### src/rtl/mem_arb_pkg.sv
// Shared types and constants for the two-port memory arbiter.
package mem_arb_pkg;

  // Default number of WAIT cycles allowed before a transaction is aborted.
  localparam int unsigned DEFAULT_TIMEOUT = 32'd255;

  // Transaction FSM states.
  typedef enum logic [1:0] {
    ST_IDLE = 2'd0,
    ST_WAIT = 2'd1,
    ST_RESP = 2'd2
  } state_e;

  // Which requester owns (or last owned) the memory port.
  typedef enum logic {
    OWN_IF = 1'b0,
    OWN_LS = 1'b1
  } owner_e;

  // Byte address to word address: low two bits cleared.
  function automatic logic [31:0] word_addr(input logic [31:0] byte_addr);
    return byte_addr & 32'hFFFF_FFFC;
  endfunction

endpackage

### src/rtl/mem_arbiter.sv
// Two-port (fetch / load-store) arbiter in front of a single-outstanding
// memory interface. Alternating priority on ties, timeout abort in WAIT.
module mem_arbiter
  import mem_arb_pkg::*;
#(
  parameter int unsigned TIMEOUT_CYCLES = DEFAULT_TIMEOUT
) (
  input  logic        i_clk,
  input  logic        i_reset,
  // fetch port
  input  logic        i_if_req,
  input  logic [31:0] i_if_addr,
  output logic        o_if_gnt,
  output logic        o_if_rvalid,
  // load/store port
  input  logic        i_ls_req,
  input  logic [31:0] i_ls_addr,
  input  logic        i_ls_wren,
  input  logic [31:0] i_ls_wdata,
  input  logic [3:0]  i_ls_bmask,
  output logic        o_ls_gnt,
  output logic        o_ls_rvalid,
  // shared response
  output logic [31:0] o_rsp_rdata,
  output logic        o_rsp_err,
  // memory side
  output logic        o_mem_req,
  output logic [31:0] o_mem_addr,
  output logic        o_mem_wren,
  output logic [31:0] o_mem_wdata,
  output logic [3:0]  o_mem_bmask,
  input  logic        i_mem_ack,
  input  logic [31:0] i_mem_rdata
);

  localparam int CNT_W = $clog2(TIMEOUT_CYCLES + 1);
  // Last WAIT cycle index: the counter starts at 0, so TIMEOUT_CYCLES
  // elapsed WAIT cycles end on count TIMEOUT_CYCLES-1.
  localparam logic [CNT_W-1:0] CNT_LAST = CNT_W'(TIMEOUT_CYCLES - 1);

  state_e           state_q,     state_d;
  owner_e           owner_q,     owner_d;
  owner_e           last_q,      last_d;
  logic [CNT_W-1:0] cnt_q,       cnt_d;
  logic             mem_req_q,   mem_req_d;
  logic [31:0]      mem_addr_q,  mem_addr_d;
  logic             mem_wren_q,  mem_wren_d;
  logic [31:0]      mem_wdata_q, mem_wdata_d;
  logic [3:0]       mem_bmask_q, mem_bmask_d;
  logic [31:0]      rdata_q,     rdata_d;
  logic             err_q,       err_d;
  logic             if_rvalid_q, if_rvalid_d;
  logic             ls_rvalid_q, ls_rvalid_d;

  logic             pick_ls_s;
  logic             if_gnt_s;
  logic             ls_gnt_s;
  logic             timeout_s;

  // Arbitration: a lone requester wins; on a tie the port not granted last wins.
  always_comb begin
    pick_ls_s = i_ls_req & (~i_if_req | (last_q == OWN_IF));
    if_gnt_s  = (state_q == ST_IDLE) & ~i_reset & i_if_req & ~pick_ls_s;
    ls_gnt_s  = (state_q == ST_IDLE) & ~i_reset & pick_ls_s;
    timeout_s = (cnt_q == CNT_LAST);
  end

  // Next-state logic for the FSM, transaction registers and response.
  always_comb begin
    state_d     = state_q;
    owner_d     = owner_q;
    last_d      = last_q;
    cnt_d       = cnt_q;
    mem_req_d   = 1'b0;
    mem_addr_d  = mem_addr_q;
    mem_wren_d  = mem_wren_q;
    mem_wdata_d = mem_wdata_q;
    mem_bmask_d = mem_bmask_q;
    rdata_d     = rdata_q;
    err_d       = err_q;
    if_rvalid_d = 1'b0;
    ls_rvalid_d = 1'b0;
    case (state_q)
      ST_IDLE: begin
        if (if_gnt_s) begin
          state_d     = ST_WAIT;
          owner_d     = OWN_IF;
          last_d      = OWN_IF;
          cnt_d       = '0;
          mem_req_d   = 1'b1;
          mem_addr_d  = word_addr(i_if_addr);
          mem_wren_d  = 1'b0;
          mem_wdata_d = 32'h0000_0000;
          mem_bmask_d = 4'hF;
        end else if (ls_gnt_s) begin
          state_d     = ST_WAIT;
          owner_d     = OWN_LS;
          last_d      = OWN_LS;
          cnt_d       = '0;
          mem_req_d   = 1'b1;
          mem_addr_d  = word_addr(i_ls_addr);
          mem_wren_d  = i_ls_wren;
          mem_wdata_d = i_ls_wdata;
          mem_bmask_d = i_ls_bmask;
        end else begin
          state_d = ST_IDLE;
        end
      end
      ST_WAIT: begin
        if (i_mem_ack) begin
          // An ack on the final cycle still counts as success.
          state_d     = ST_RESP;
          rdata_d     = mem_wren_q ? 32'h0000_0000 : i_mem_rdata;
          err_d       = 1'b0;
          if_rvalid_d = (owner_q == OWN_IF);
          ls_rvalid_d = (owner_q == OWN_LS);
        end else if (timeout_s) begin
          state_d     = ST_RESP;
          rdata_d     = 32'h0000_0000;
          err_d       = 1'b1;
          if_rvalid_d = (owner_q == OWN_IF);
          ls_rvalid_d = (owner_q == OWN_LS);
        end else begin
          cnt_d     = cnt_q + CNT_W'(1);
          mem_req_d = 1'b1;
        end
      end
      ST_RESP: begin
        state_d = ST_IDLE;
      end
      default: begin
        state_d = ST_IDLE;
      end
    endcase
  end

  // State and output registers with synchronous reset.
  always_ff @(posedge i_clk) begin
    if (i_reset) begin
      state_q     <= ST_IDLE;
      owner_q     <= OWN_IF;
      last_q      <= OWN_LS;
      cnt_q       <= '0;
      mem_req_q   <= 1'b0;
      mem_addr_q  <= 32'h0000_0000;
      mem_wren_q  <= 1'b0;
      mem_wdata_q <= 32'h0000_0000;
      mem_bmask_q <= 4'h0;
      rdata_q     <= 32'h0000_0000;
      err_q       <= 1'b0;
      if_rvalid_q <= 1'b0;
      ls_rvalid_q <= 1'b0;
    end else begin
      state_q     <= state_d;
      owner_q     <= owner_d;
      last_q      <= last_d;
      cnt_q       <= cnt_d;
      mem_req_q   <= mem_req_d;
      mem_addr_q  <= mem_addr_d;
      mem_wren_q  <= mem_wren_d;
      mem_wdata_q <= mem_wdata_d;
      mem_bmask_q <= mem_bmask_d;
      rdata_q     <= rdata_d;
      err_q       <= err_d;
      if_rvalid_q <= if_rvalid_d;
      ls_rvalid_q <= ls_rvalid_d;
    end
  end

  // Grants are same-cycle; rvalid is masked by reset so a reset landing in
  // RESP aborts the response instead of emitting it.
  assign o_if_gnt    = if_gnt_s;
  assign o_ls_gnt    = ls_gnt_s;
  assign o_if_rvalid = if_rvalid_q & ~i_reset;
  assign o_ls_rvalid = ls_rvalid_q & ~i_reset;
  assign o_rsp_rdata = rdata_q;
  assign o_rsp_err   = err_q;
  assign o_mem_req   = mem_req_q;
  assign o_mem_addr  = mem_addr_q;
  assign o_mem_wren  = mem_wren_q;
  assign o_mem_wdata = mem_wdata_q;
  assign o_mem_bmask = mem_bmask_q;

endmodule

### config.mk
export PLATFORM = sky130hd
export DESIGN_NAME = mem_arbiter
export DESIGN_NICKNAME = d
export VERILOG_FILES = /design/src/rtl/mem_arb_pkg.sv /design/src/rtl/mem_arbiter.sv
export SDC_FILE = /design/constraint.sdc
export NUM_CORES = 1
export LEC_CHECK = 0
export ABC_CLOCK_PERIOD_IN_PS = 2600
export CAP_MARGIN = 30
export CORE_MARGIN = 2
export CORE_UTILIZATION = 41
export CTS_CLUSTER_SIZE = 8
export DETAILED_ROUTE_END_ITERATION = 12
export HOLD_SLACK_MARGIN = 0.02
export PLACE_DENSITY = 0.9
export SYNTH_ARGS = -nofsm -noshare
export SYNTH_HDL_FRONTEND = slang
export SYNTH_SLANG_ARGS = --single-unit
export TNS_END_PERCENT = 30
### constraint.sdc
create_clock -name i_clk -period 2.6 [get_ports i_clk]
set_input_delay 0.78 -clock i_clk [delete_from_list [all_inputs] [get_ports i_clk]]
set_output_delay 0.78 -clock i_clk [all_outputs]
set_load 0.005 [all_outputs]
==> impl_metrics.prom, run 1 <==
# TYPE chip_impl_metric gauge
chip_impl_info{name="result_of_the_run",value="finished, final reports clean"} 1
chip_impl_info{name="tritoncts",value="done"} 1
chip_impl_metric{name="gr-total-overflow",unit=""} 0
chip_impl_info{name="hold_path.startpoint",value="owner_q$_SDFFE_PP0P_"} 1
chip_impl_info{name="final_common_cell",value="sky130_fd_sc_hd__clkdlybuf4s50_1"} 1
chip_impl_metric{name="vias",unit=""} 4518
chip_impl_metric{name="final_min_period_over_clock_period",unit=""} 0.955
chip_impl_metric{name="placedInstanceArea",unit="sq um"} 6810
chip_impl_info{name="hold_path_class",value="flip-flop to flip-flop"} 1
chip_impl_metric{name="drc_errors",unit=""} 0
chip_impl_metric{name="htreeDepth",unit=""} 4
chip_impl_metric{name="std_cell_rows",unit=""} 37
chip_impl_info{name="criticalPathCategory",value="input pin to primary output"} 1
chip_impl_metric{name="dr.first_iter.drc_count",unit=""} 228
chip_impl_info{name="crit-reg2reg-launch",value="state_q[0]$_SDFFE_PP0P_"} 1
chip_impl_metric{name="clkLatencyLatePin",unit="ps"} 510
chip_impl_metric{name="syn-cell-area",unit="sq um"} 4260
chip_impl_metric{name="pre_cts_slack",unit="ps"} -385
chip_impl_metric{name="grt_pass1_vias",unit=""} 4610
chip_impl_metric{name="layout.core_utilization",unit=""} 0.731
chip_impl_metric{name="cell_internal_pwr",unit="mW"} 3.92
chip_impl_metric{name="worst_slew_pin_slew",unit="ps"} 814
chip_impl_metric{name="max_clock_freq",unit="MHz"} 403
chip_impl_metric{name="maximum_number_of_pins_on_one_net_before_global_route_repair",unit=""} 79
chip_impl_metric{name="fin_nets",unit=""} 833
chip_impl_metric{name="final_period_minus_worst_setup_slack",unit="ps"} 2480
chip_impl_info{name="start_kind",value="input pin"} 1
chip_impl_metric{name="yosys_warnings",unit=""} 0
chip_impl_metric{name="route.final.wire_length",unit="microns"} 14300
chip_impl_metric{name="global_route_wire_length_before_repair",unit="microns"} 22900
chip_impl_metric{name="die_w",unit="microns"} 106
chip_impl_metric{name="sequential_to_total_area_share_from_yosys_stat",unit=""} 0.540
chip_impl_metric{name="die_height",unit="microns"} 106
chip_impl_metric{name="post_drt_wl_per_cell",unit="microns"} 17.0
chip_impl_info{name="rsz0062_at_grt",value="false"} 1
chip_impl_metric{name="timing.reg2reg.worst_path_depth",unit=""} 4
chip_impl_metric{name="tritoncts.num_buffers",unit=""} 17
chip_impl_metric{name="worst_ep_required_time",unit="ps"} 1820
chip_impl_info{name="cp-startpoint",value="i_reset"} 1
chip_impl_metric{name="placed_cells_incl_taps",unit=""} 810
chip_impl_metric{name="area_growth_syn_to_layout",unit="%"} 74.8
chip_impl_metric{name="leakage",unit="nW"} 2.81
chip_impl_metric{name="antenna_violating_nets_post_route",unit=""} 0
chip_impl_metric{name="fp.coreArea",unit="sq um"} 10200
chip_impl_metric{name="power.switching",unit="mW"} 1.20
chip_impl_metric{name="post_synth_inst_count",unit=""} 459
chip_impl_metric{name="report.final.hold_viol_count",unit=""} 0
chip_impl_metric{name="timing.critical_path.arrival",unit="ps"} 1700
chip_impl_metric{name="hold_ws",unit="ps"} 448
chip_impl_metric{name="pwr-share-clk",unit=""} 0.486
chip_impl_metric{name="setup.reg_to_reg.worst_slack",unit="ps"} 700
chip_impl_metric{name="pin_count",unit=""} 245
chip_impl_metric{name="gp_congestion",unit=""} 0.829
chip_impl_metric{name="postCtsSetupRepairBufs",unit=""} 0
chip_impl_metric{name="switching_share",unit=""} 0.234
chip_impl_metric{name="worstPathMaxFanout",unit=""} 9
chip_impl_metric{name="grt_antenna_before_repair",unit=""} 0
chip_impl_metric{name="die-area",unit="sq um"} 11200
chip_impl_metric{name="final_cell_area",unit="sq um"} 7450
chip_impl_metric{name="start_util",unit=""} 0.418
chip_impl_metric{name="slew_viol_final",unit=""} 0
chip_impl_metric{name="power.share.combinational",unit=""} 0.141
chip_impl_metric{name="report.final.setup_viol",unit=""} 0
chip_impl_metric{name="maxCapViolCount",unit=""} 0
chip_impl_metric{name="drive_above_1_share",unit=""} 0.0864
chip_impl_info{name="final_cell_mix",value="sky130_fd_sc_hd__clkdlybuf4s50_1, sky130_fd_sc_hd__dfxtp_1, sky130_fd_sc_hd__nor2_1"} 1
chip_impl_metric{name="synthesis.area_per_instance",unit="sq um"} 9.28
chip_impl_metric{name="port_buffers",unit=""} 238
chip_impl_metric{name="number_of_storage_elements_in_the_synthesis_netlist",unit=""} 115
chip_impl_metric{name="setup_ws",unit="ps"} 116
chip_impl_info{name="cts_root_buf",value="sky130_fd_sc_hd__clkbuf_8"} 1
chip_impl_metric{name="clock_skew_after_layout",unit="ps"} 7.06
chip_impl_metric{name="gr-usage-all-layers",unit=""} 0.256
chip_impl_metric{name="hpwl",unit="microns"} 9770
chip_impl_metric{name="seq_power_share",unit=""} 0.373
chip_impl_metric{name="route.detailed.vias_per_inst",unit=""} 5.37
chip_impl_metric{name="pwr_density_cell",unit="nW/um^2"} 687
chip_impl_metric{name="max_slew_margin",unit=""} 0.458
chip_impl_info{name="regToRegEndpoint",value="cnt_q[5]$_SDFFE_PP0P_"} 1
chip_impl_metric{name="instances_no_fill",unit=""} 842
chip_impl_metric{name="clock-sinks",unit=""} 115
chip_impl_metric{name="synth_cell_type_count",unit=""} 41
chip_impl_metric{name="antenna-diode-count",unit=""} 0
chip_impl_metric{name="first_pass_iters",unit=""} 5
chip_impl_info{name="endpoint_kind_of_the_worst_setup_timing_path",value="primary output"} 1
chip_impl_metric{name="cts_buffer_depth",unit=""} 2
chip_impl_metric{name="vdd_drop_max",unit="V"} 0.000490
chip_impl_metric{name="hold_buffers",unit=""} 0
chip_impl_info{name="crit_path_end",value="o_ls_rvalid"} 1
chip_impl_metric{name="clkTransAtPathRegs",unit="ps"} 50
[cells in the mapped netlist, drive strengths merged]
master	instances	area (sq um)
a211oi	3	22.5
nand2	6	22.5
inv	2	7.50
o211ai	1	7.51
nor3b	3	32.5
nand3	10	55.1
a221o	1	10.0
o311ai	1	8.76
ha	2	25.0
nand4b	1	8.76
a21bo	1	10.0
nor2	100	375
and2	1	6.26
a311oi	2	17.5
and3	2	12.5
or4	2	15.0
o21ai	3	15.0
a22o	32	280
nor3	40	205
conb	1	3.75
a22oi	33	248
nor2b	8	50.1
o21bai	1	7.51
buf	29	174
o22ai	1	6.26
clkbuf	12	45.0
nor4	30	188
nand2b	3	18.8
o21a	2	15.0
a41oi	1	8.76
dfxtp	115	2300
a21oi	8	40.0
nand4	1	6.26
o41a	1	11.3
[what timing repair did]
| action | in CTS | in global routing |
|---|---|---|
| endpoints found under the hold margin | 0 | 0 |
| gates cloned | 0 | 0 |
| setup endpoints to repair | 2 | 1 |
| gates resized for setup | 9 | 1 |
| pin swaps | 0 | 1 |
[flip-flops by register name (all words and copies together) (netlist names), 2 cells and up]
name	count
o_rsp_rdata	32
o_mem_wdata	32
state_q	2
cnt_q	8
o_mem_addr	30
o_mem_bmask	4
[worst max-delay path: stages]
cell and delay, ps:
sky130_fd_sc_hd__buf_2 120, sky130_fd_sc_hd__buf_4 160, sky130_fd_sc_hd__nor2b_1 110, sky130_fd_sc_hd__clkdlybuf4s50_1 530
[power groups by stage]
stage	logic, mW	clock network (mW)	registers, mW
final	0.721	2.49	1.91
after CTS	0.724	2.52	1.91
after floorplan	0.251	0	1.95
after global routing	0.778	2.61	1.92
after global placement	0.698	0	1.94
after detailed placement	0.717	0	1.95
[worst min path at each step]
stage / cells past startpoint / end
after floorplan: 1 / if_rvalid_q$_SDFF_PP0_
after global placement: 1 / if_rvalid_q$_SDFF_PP0_
after detailed placement: 1 / if_rvalid_q$_SDFF_PP0_
after CTS: 1 / if_rvalid_q$_SDFF_PP0_
after global routing: 1 / if_rvalid_q$_SDFF_PP0_
final: 1 / if_rvalid_q$_SDFF_PP0_
[cells by family (layout without fill, tap and decap cells)]
| group | Yosys count | after routing | synth area share |
|---|---|---|---|
| AND/OR/NAND/NOR | 207 | 207 | 0.234 |
| flip-flops | 115 | 115 | 0.540 |
| AO/OA/AOI/OAI | 91 | 91 | 0.166 |
| buffers and inverters | 43 | 289 | 0.0531 |
| adder cells (fa/ha/maj) | 2 | 2 | 0.00587 |
| other | 1 | 2 | 0.000880 |
[metal layers]
layer | GRT usage | vias to the layer above | routed length, microns
met5 | 0 | - | 0
met4 | 0.107 | 0 | 424
met3 | 0.0834 | 37 | 1050
met2 | 0.442 | 208 | 7330
met1 | 0.291 | 2141 | 5470
li1 | - | 2132 | -
[layout make-up]
class	count	area, sq um
Clock buffer	19	442
Clock inverter	13	196
Fill cell	714	2740
Inverter	2	7.51
Multi-Input combinational cell	302	1770
Sequential cell	115	2300
Tap cell	136	170
Timing Repair Buffer	255	2560
[stage by stage]
stage | total power [mW] | setup TNS, ps
2_1_floorplan | 2.20 | 0
3_3_place_gp | 2.64 | -703
3_5_place_dp | 2.66 | -702
4_1_cts | 5.16 | 0
5_1_grt | 5.31 | 0
6_report | 5.12 | 0
Power figures use the tool's default switching activity.
==> run 2, diff against run 1 <==
- ABC_CLOCK_PERIOD_IN_PS: 2600 -> not set
- CORE_UTILIZATION: 41 -> 34
- PLACE_DENSITY: 0.9 -> 0.8
- clock period: 2.6 -> 2.07 ns (I/O delays scaled with it)
==> impl_metrics.prom, run 2 (synthesis gave the netlist of run 1 again) <==
# TYPE chip_impl_metric gauge
chip_impl_info{name="hold_path_class",value="flip-flop to flip-flop"} 1
chip_impl_metric{name="worstPathMaxFanout",unit=""} 5
chip_impl_metric{name="timing.critical_path.arrival",unit="ps"} 1410
chip_impl_info{name="slowest_stage",value="sky130_fd_sc_hd__a21bo_4"} 1
chip_impl_metric{name="die_w",unit="microns"} 116
chip_impl_metric{name="dr.first_iter.drc_count",unit=""} 170
chip_impl_metric{name="worst_ep_required_time",unit="ps"} 1450
chip_impl_metric{name="hpwl",unit="microns"} 9690
chip_impl_metric{name="fin_total_pwr",unit="mW"} 6.54
chip_impl_metric{name="die-area",unit="sq um"} 13400
chip_impl_metric{name="report.final.hold_viol_count",unit=""} 0
chip_impl_info{name="endpoint_kind_of_the_worst_setup_timing_path",value="primary output"} 1
chip_impl_metric{name="grt_pass1_vias",unit=""} 4497
chip_impl_metric{name="leakage",unit="nW"} 2.89
chip_impl_metric{name="pin_count",unit=""} 245
chip_impl_metric{name="final_period_minus_worst_setup_slack",unit="ps"} 2030
chip_impl_metric{name="htreeDepth",unit=""} 4
chip_impl_metric{name="power.switching",unit="mW"} 1.43
chip_impl_metric{name="die_height",unit="microns"} 116
chip_impl_metric{name="gr-total-overflow",unit=""} 0
chip_impl_metric{name="gr-usage-all-layers",unit=""} 0.207
chip_impl_metric{name="clock_skew_after_layout",unit="ps"} 7.27
chip_impl_metric{name="route.detailed.vias_per_inst",unit=""} 5.04
chip_impl_metric{name="final_min_period_over_clock_period",unit=""} 0.981
chip_impl_metric{name="pwr-share-clk",unit=""} 0.490
chip_impl_metric{name="hold_buffers",unit=""} 0
chip_impl_metric{name="vias",unit=""} 4470
chip_impl_metric{name="drc_errors",unit=""} 0
chip_impl_metric{name="first_pass_iters",unit=""} 4
chip_impl_metric{name="start_util",unit=""} 0.352
chip_impl_metric{name="route.final.wire_length",unit="microns"} 13900
chip_impl_metric{name="max_clock_freq",unit="MHz"} 492
chip_impl_metric{name="fin_nets",unit=""} 846
chip_impl_metric{name="gp_congestion",unit=""} 0.861
chip_impl_info{name="rsz0062_at_grt",value="false"} 1
chip_impl_metric{name="cpPeakStageDelay",unit="ps"} 230
chip_impl_metric{name="maxCapViolCount",unit=""} 0
chip_impl_metric{name="max_slew_margin",unit=""} 0.449
chip_impl_metric{name="vdd_drop_max",unit="V"} 0.000595
chip_impl_metric{name="antenna-diode-count",unit=""} 0
chip_impl_info{name="crit_path_end",value="o_if_gnt"} 1
chip_impl_metric{name="cts_buffer_depth",unit=""} 2
chip_impl_metric{name="clock-sinks",unit=""} 115
chip_impl_metric{name="fillCellCount",unit=""} 1028
chip_impl_metric{name="antenna_violating_nets_post_route",unit=""} 0
chip_impl_info{name="start_kind",value="input pin"} 1
chip_impl_metric{name="pwr_density_cell",unit="nW/um^2"} 858
chip_impl_metric{name="port_buffers",unit=""} 238
chip_impl_metric{name="tritoncts.num_buffers",unit=""} 17
chip_impl_metric{name="report.final.setup_viol",unit=""} 0
chip_impl_info{name="critical_path.cell_chain",value="clkdlybuf4s15_1 > a21bo_4 > buf_6 > nand3_4 > inv_2 > buf_2"} 1
chip_impl_metric{name="power.share.combinational",unit=""} 0.144
chip_impl_info{name="cp-startpoint",value="i_if_req"} 1
chip_impl_metric{name="grt_antenna_before_repair",unit=""} 0
chip_impl_metric{name="switching_share",unit=""} 0.218
chip_impl_metric{name="worst_slew_pin_slew",unit="ps"} 826
chip_impl_info{name="tritoncts",value="done"} 1
chip_impl_info{name="final_cell_mix",value="sky130_fd_sc_hd__clkdlybuf4s50_1, sky130_fd_sc_hd__dfxtp_1, sky130_fd_sc_hd__nor2_1"} 1
chip_impl_metric{name="cell_internal_pwr",unit="mW"} 5.11
chip_impl_metric{name="std_cell_rows",unit=""} 40
chip_impl_metric{name="maximum_number_of_pins_on_one_net_before_global_route_repair",unit=""} 79
chip_impl_info{name="criticalPathCategory",value="input pin to primary output"} 1
chip_impl_metric{name="seq_power_share",unit=""} 0.367
chip_impl_info{name="final_common_cell",value="sky130_fd_sc_hd__clkdlybuf4s50_1"} 1
chip_impl_metric{name="final_cell_area",unit="sq um"} 7620
chip_impl_metric{name="timing.reg2reg.worst_path_depth",unit=""} 7
chip_impl_metric{name="drive_above_1_share",unit=""} 0.102
chip_impl_metric{name="slew_viol_final",unit=""} 0
chip_impl_info{name="regToRegEndpoint",value="cnt_q[4]$_SDFFE_PP0P_"} 1
chip_impl_metric{name="clkTransAtPathRegs",unit="ps"} 50
chip_impl_metric{name="clkLatencyLatePin",unit="ps"} 410
chip_impl_info{name="crit-reg2reg-launch",value="cnt_q[0]$_SDFFE_PP0P_"} 1
chip_impl_metric{name="post_drt_wl_per_cell",unit="microns"} 15.7
chip_impl_metric{name="global_route_wire_length_before_repair",unit="microns"} 21800
chip_impl_info{name="result_of_the_run",value="finished, final reports clean"} 1
chip_impl_metric{name="fp.coreArea",unit="sq um"} 12100
chip_impl_info{name="cts_root_buf",value="sky130_fd_sc_hd__clkbuf_16"} 1
chip_impl_metric{name="placedInstanceArea",unit="sq um"} 6930
chip_impl_metric{name="setup.reg_to_reg.worst_slack",unit="ps"} 260
chip_impl_metric{name="area_growth_syn_to_layout",unit="%"} 78.9
[run 2: cell count changes in the layout (fill, tap and decap cells not counted), sizes merged]
cell,delta
buf,+14
clkbuf,+5
inv,-5
dlygate4sd2,+1
clkdlybuf4s15,+1
dlymetal6s2s,-1
clkdlybuf4s50,-2
[run 2: repair_timing]
| action | 4_1_cts | 5_1_grt |
|---|---|---|
| pin swaps | 1 | 1 |
| buffers inserted | 1 | 2 |
| endpoints found under the setup margin | 4 | 2 |
| endpoints found under the hold margin | 0 | 0 |
| resized for setup | 18 | 1 |
[run 2: worst min-delay path by stage]
stage	depth (start not counted)	from	slack [ps]	endpoint
after CTS	1	o_rsp_rdata[5]$_SDFFE_PP0P_	470	o_rsp_rdata[5]$_SDFFE_PP0P_
after global placement	1	o_rsp_rdata[5]$_SDFFE_PP0P_	460	o_rsp_rdata[5]$_SDFFE_PP0P_
after global routing	1	o_rsp_rdata[13]$_SDFFE_PP0P_	490	o_rsp_rdata[13]$_SDFFE_PP0P_
after detailed placement	1	o_rsp_rdata[1]$_SDFFE_PP0P_	460	o_rsp_rdata[1]$_SDFFE_PP0P_
final	1	o_rsp_rdata[1]$_SDFFE_PP0P_	470	o_rsp_rdata[1]$_SDFFE_PP0P_
after floorplan	1	owner_q$_SDFFE_PP0P_	410	if_rvalid_q$_SDFF_PP0_
[run 2: critical path, delay by kind of cell]
kind                   cells  cell delay [ps]
and+or+nand+nor            1               70
buffers and inverters      4              480
AOI/OAI and AO/OA          1              230
[run 2: final cells by class]
cell class              count  area [sq um]  share of cell area
well taps                 168           210              0.0276
clock inverters             8           145              0.0190
multi-input cells         302          1780               0.233
clock buffers              24           512              0.0671
repair buffers            268          2670               0.350
flip-flops and latches    115          2300               0.302
inverters                   2          7.51            0.000985
[run 2: metal layers]
metal	GRT usage	part of all wire
met4	0.0992	0.025
met2	0.342	0.50
met1	0.239	0.40
met3	0.0727	0.071
met5	0	0
[run 2: stage by stage]
step                      TNS [ps]  std cells  hold slack, ps  setup WS, ps   util
after CTS                        0        885             475          7.85  0.628
final                            0        887             470          38.7  0.629
after global placement      -25940        851             456          -681  0.571
after floorplan                  0        460             406           155      -
after detailed placement    -17210        852             458          -668  0.572
after global routing             0        887             487          18.8  0.629
[run 2: power by group through the flow]
stage | registers (mW) | clock network (mW) | logic [mW]
floorplan | 2.45 | 0 | 0.315
global placement | 2.44 | 0 | 0.905
detailed placement | 2.44 | 0 | 0.925
CTS | 2.40 | 3.26 | 0.939
global route | 2.41 | 3.37 | 1.01
finish | 2.40 | 3.20 | 0.940
==> run 3, diff against run 2 <==
- ABC_AREA: not set -> 1
- CORE_UTILIZATION: 34 -> 36
- PLACE_DENSITY: 0.8 -> 0.81
==> impl_metrics.prom, run 3 <==
# TYPE chip_impl_metric gauge
chip_impl_info{name="result_of_the_run",value="finished, final reports clean"} 1
chip_impl_metric{name="pre_cts_slack",unit="ps"} -535
chip_impl_metric{name="antenna_violating_nets_post_route",unit=""} 0
chip_impl_metric{name="report.final.hold_viol_count",unit=""} 0
chip_impl_metric{name="detailroute.wirelength.met3",unit="microns"} 1190
chip_impl_metric{name="vdd_drop_max",unit="V"} 0.000568
chip_impl_metric{name="power.switching",unit="mW"} 1.47
chip_impl_metric{name="start_util",unit=""} 0.365
chip_impl_metric{name="clock-sinks",unit=""} 115
chip_impl_metric{name="setup_ws",unit="ps"} 132
chip_impl_metric{name="power.share.combinational",unit=""} 0.156
chip_impl_metric{name="clock_skew_after_layout",unit="ps"} 6.97
chip_impl_metric{name="clkTransAtPathRegs",unit="ps"} 50
chip_impl_info{name="rsz0062_at_grt",value="false"} 1
chip_impl_metric{name="final_cell_area",unit="sq um"} 8040
chip_impl_metric{name="die_w",unit="microns"} 119
chip_impl_metric{name="std_cell_rows",unit=""} 42
chip_impl_metric{name="gr-usage-all-layers",unit=""} 0.188
chip_impl_metric{name="max_clock_freq",unit="MHz"} 516
chip_impl_metric{name="cts_buffer_depth",unit=""} 2
chip_impl_metric{name="worstPathMaxFanout",unit=""} 3
chip_impl_metric{name="netlist.area_leader.share",unit=""} 0.482
chip_impl_metric{name="sequential_to_total_area_share_from_yosys_stat",unit=""} 0.482
chip_impl_metric{name="layout.core_utilization",unit=""} 0.614
chip_impl_info{name="slowest_stage",value="sky130_fd_sc_hd__clkdlybuf4s50_1"} 1
chip_impl_metric{name="synthesis.area_per_instance",unit="sq um"} 7.09
chip_impl_metric{name="synth-edff-count",unit=""} 0
chip_impl_info{name="final_cell_mix",value="sky130_fd_sc_hd__nand2_1, sky130_fd_sc_hd__clkdlybuf4s50_1, sky130_fd_sc_hd__dfxtp_1"} 1
chip_impl_metric{name="maximum_number_of_pins_on_one_net_before_global_route_repair",unit=""} 45
chip_impl_metric{name="pwr_density_cell",unit="nW/um^2"} 809
chip_impl_metric{name="leakage",unit="nW"} 3.31
chip_impl_metric{name="drc_errors",unit=""} 0
chip_impl_info{name="start_kind",value="flip-flop"} 1
chip_impl_metric{name="syn-cell-area",unit="sq um"} 4780
chip_impl_info{name="synthDominantAreaCellType",value="sky130_fd_sc_hd__dfxtp_1"} 1
chip_impl_metric{name="fin_total_pwr",unit="mW"} 6.50
chip_impl_info{name="cts_root_buf",value="sky130_fd_sc_hd__clkbuf_16"} 1
chip_impl_info{name="critical_path.cell_chain",value="clkdlybuf4s50_1"} 1
chip_impl_metric{name="switching_share",unit=""} 0.226
chip_impl_info{name="regToRegEndpoint",value="o_mem_addr[23]$_SDFFE_PP0P_"} 1
chip_impl_metric{name="hpwl",unit="microns"} 9390
chip_impl_metric{name="fillCellCount",unit=""} 1174
chip_impl_info{name="endpoint_kind_of_the_worst_setup_timing_path",value="primary output"} 1
chip_impl_metric{name="tritoncts.num_buffers",unit=""} 17
chip_impl_metric{name="met1_length",unit="microns"} 5650
chip_impl_metric{name="clkLatencyLatePin",unit="ps"} 410
chip_impl_info{name="hold_path.startpoint",value="o_mem_wdata[28]$_SDFFE_PP0P_"} 1
chip_impl_metric{name="global_route_wire_length_before_repair",unit="microns"} 21700
chip_impl_metric{name="drive_above_1_share",unit=""} 0.0817
chip_impl_metric{name="fin_nets",unit=""} 1057
chip_impl_metric{name="worstHoldPathCells",unit=""} 2
chip_impl_info{name="timing.critical_path.max_delay_family",value="buffers and inverters"} 1
chip_impl_metric{name="die_height",unit="microns"} 119
chip_impl_metric{name="setup.reg_to_reg.worst_slack",unit="ps"} 400
chip_impl_info{name="synth_top_cells_by_area",value="sky130_fd_sc_hd__dfxtp_1, sky130_fd_sc_hd__nand2_1, sky130_fd_sc_hd__a21oi_1"} 1
chip_impl_info{name="crit-reg2reg-launch",value="state_q[1]$_SDFFE_PP0P_"} 1
chip_impl_info{name="tritoncts",value="done"} 1
chip_impl_metric{name="placedInstanceArea",unit="sq um"} 7390
chip_impl_metric{name="timing.critical_path.arrival",unit="ps"} 1320
chip_impl_metric{name="grt_antenna_before_repair",unit=""} 1
chip_impl_metric{name="slew_viol_final",unit=""} 0
chip_impl_metric{name="pwr-share-clk",unit=""} 0.475
chip_impl_metric{name="synth_cell_type_count",unit=""} 32
chip_impl_metric{name="post_drt_wl_per_cell",unit="microns"} 11.9
chip_impl_info{name="criticalPathCategory",value="flip-flop to primary output"} 1
chip_impl_metric{name="maxCapViolCount",unit=""} 0
chip_impl_metric{name="post_synth_inst_count",unit=""} 674
chip_impl_info{name="hold_path_class",value="flip-flop to flip-flop"} 1
chip_impl_info{name="synthTopCellsByCount",value="sky130_fd_sc_hd__nand2_1, sky130_fd_sc_hd__dfxtp_1, sky130_fd_sc_hd__a21oi_1, sky130_fd_sc_hd__nor2_1, sky130_fd_sc_hd__inv_1"} 1
chip_impl_metric{name="dr.first_iter.drc_count",unit=""} 184
chip_impl_metric{name="route.final.wire_length",unit="microns"} 13100
chip_impl_metric{name="htreeDepth",unit=""} 4
chip_impl_info{name="final_common_cell",value="sky130_fd_sc_hd__nand2_1"} 1
chip_impl_info{name="timing.hold.worst_endpoint",value="o_mem_wdata[28]$_SDFFE_PP0P_"} 1
chip_impl_metric{name="cpPeakStageDelay",unit="ps"} 530
chip_impl_metric{name="final_period_minus_worst_setup_slack",unit="ps"} 1940
chip_impl_metric{name="async_flop_share",unit=""} 0
chip_impl_metric{name="pin_count",unit=""} 245
chip_impl_metric{name="first_pass_iters",unit=""} 4
chip_impl_metric{name="grt_pass1_vias",unit=""} 4669
chip_impl_metric{name="timing.reg2reg.worst_path_depth",unit=""} 10
chip_impl_metric{name="port_buffers",unit=""} 238
chip_impl_info{name="ys.flop_type",value="sky130_fd_sc_hd__dfxtp_1"} 1
chip_impl_metric{name="gp_congestion",unit=""} 0.808
chip_impl_metric{name="number_of_storage_elements_in_the_synthesis_netlist",unit=""} 115
chip_impl_metric{name="die-area",unit="sq um"} 14200
chip_impl_metric{name="gr-total-overflow",unit=""} 0
chip_impl_metric{name="yosys_warnings",unit=""} 0
chip_impl_metric{name="instances_no_fill",unit=""} 1107
chip_impl_metric{name="fp.coreArea",unit="sq um"} 13100
chip_impl_metric{name="route.detailed.vias_per_inst",unit=""} 4.43
chip_impl_info{name="yosysMostFrequentCell",value="sky130_fd_sc_hd__nand2_1"} 1
chip_impl_metric{name="worst_ep_required_time",unit="ps"} 1450
chip_impl_metric{name="cell_internal_pwr",unit="mW"} 5.03
chip_impl_metric{name="area_growth_syn_to_layout",unit="%"} 68.2
chip_impl_info{name="topRoutingLayerUsed",value="met4"} 1
chip_impl_metric{name="seq_power_share",unit=""} 0.369
chip_impl_metric{name="detailroute.wirelength.met2",unit="microns"} 6110
chip_impl_metric{name="placed_cells_incl_taps",unit=""} 1073
chip_impl_metric{name="vias",unit=""} 4902
chip_impl_metric{name="cp_num_buf_inv",unit=""} 1
chip_impl_metric{name="report.final.setup_viol",unit=""} 0
chip_impl_metric{name="final_min_period_over_clock_period",unit=""} 0.936
-- run 3: kinds of logic after synthesis --
logic type / share of synthesized area
other cells: 0.000785
compound gates: 0.0922
fa+ha+maj: 0.00524
simple gates: 0.334
flops: 0.482
buf+inv: 0.0864
-- run 3: area by class of cell --
type,instances,area [sq um],area share
timing repair buffer,263,2640,0.328
sequential,115,2300,0.286
multi-input combinational,472,2070,0.257
clock buffer,23,478,0.0595
tap,176,220,0.0274
inverter,48,180,0.0224
clock inverter,9,151,0.0188
antenna,1,2.50,0.000311
-- run 3: stage by stage --
stage / setup TNS, ps / hold WS (ps)
after global placement: -12480 / 448
after floorplan: 0 / 426
after global routing: 0 / 475
after detailed placement: -13080 / 453
final: 0 / 458
after CTS: 0 / 462
-- run 3: metal layers --
| layer | GRT usage | up-vias |
|---|---|---|
| met5 | 0 | - |
| met1 | 0.222 | 2139 |
| met2 | 0.306 | 167 |
| met3 | 0.0805 | 18 |
| met4 | 0.0647 | 0 |
| li1 | - | 2578 |
-- run 3: how the worst max path moves through the flow --
stage,startpoint,to,slack (ps),cells after the start
after floorplan,i_reset,o_if_rvalid,210,3
after global placement,i_if_req,o_if_gnt,-560,6
after detailed placement,i_if_req,o_if_gnt,-540,6
after CTS,i_ls_req,o_if_gnt,5,5
after global routing,o_mem_wren$_SDFFE_PP0P_,o_mem_wren,70,1
final,o_mem_wren$_SDFFE_PP0P_,o_mem_wren,130,1
-- run 3: timing repair --
item                                    CTS  global route
hold buffers                              0             0
endpoints found under the setup margin    4            13
setup buffers                             0             1
pin swaps                                 1             2
gates resized for setup                  13             2
-- run 3: power groups by stage --
stage          combinational [mW]  clock (mW)  sequential [mW]
3_3_place_gp                 1.01           0             2.44
2_1_floorplan               0.414           0             2.45
3_5_place_dp                 1.02           0             2.44
4_1_cts                      1.02        3.15             2.40
6_report                     1.01        3.09             2.40
5_1_grt                      1.13        3.27             2.41
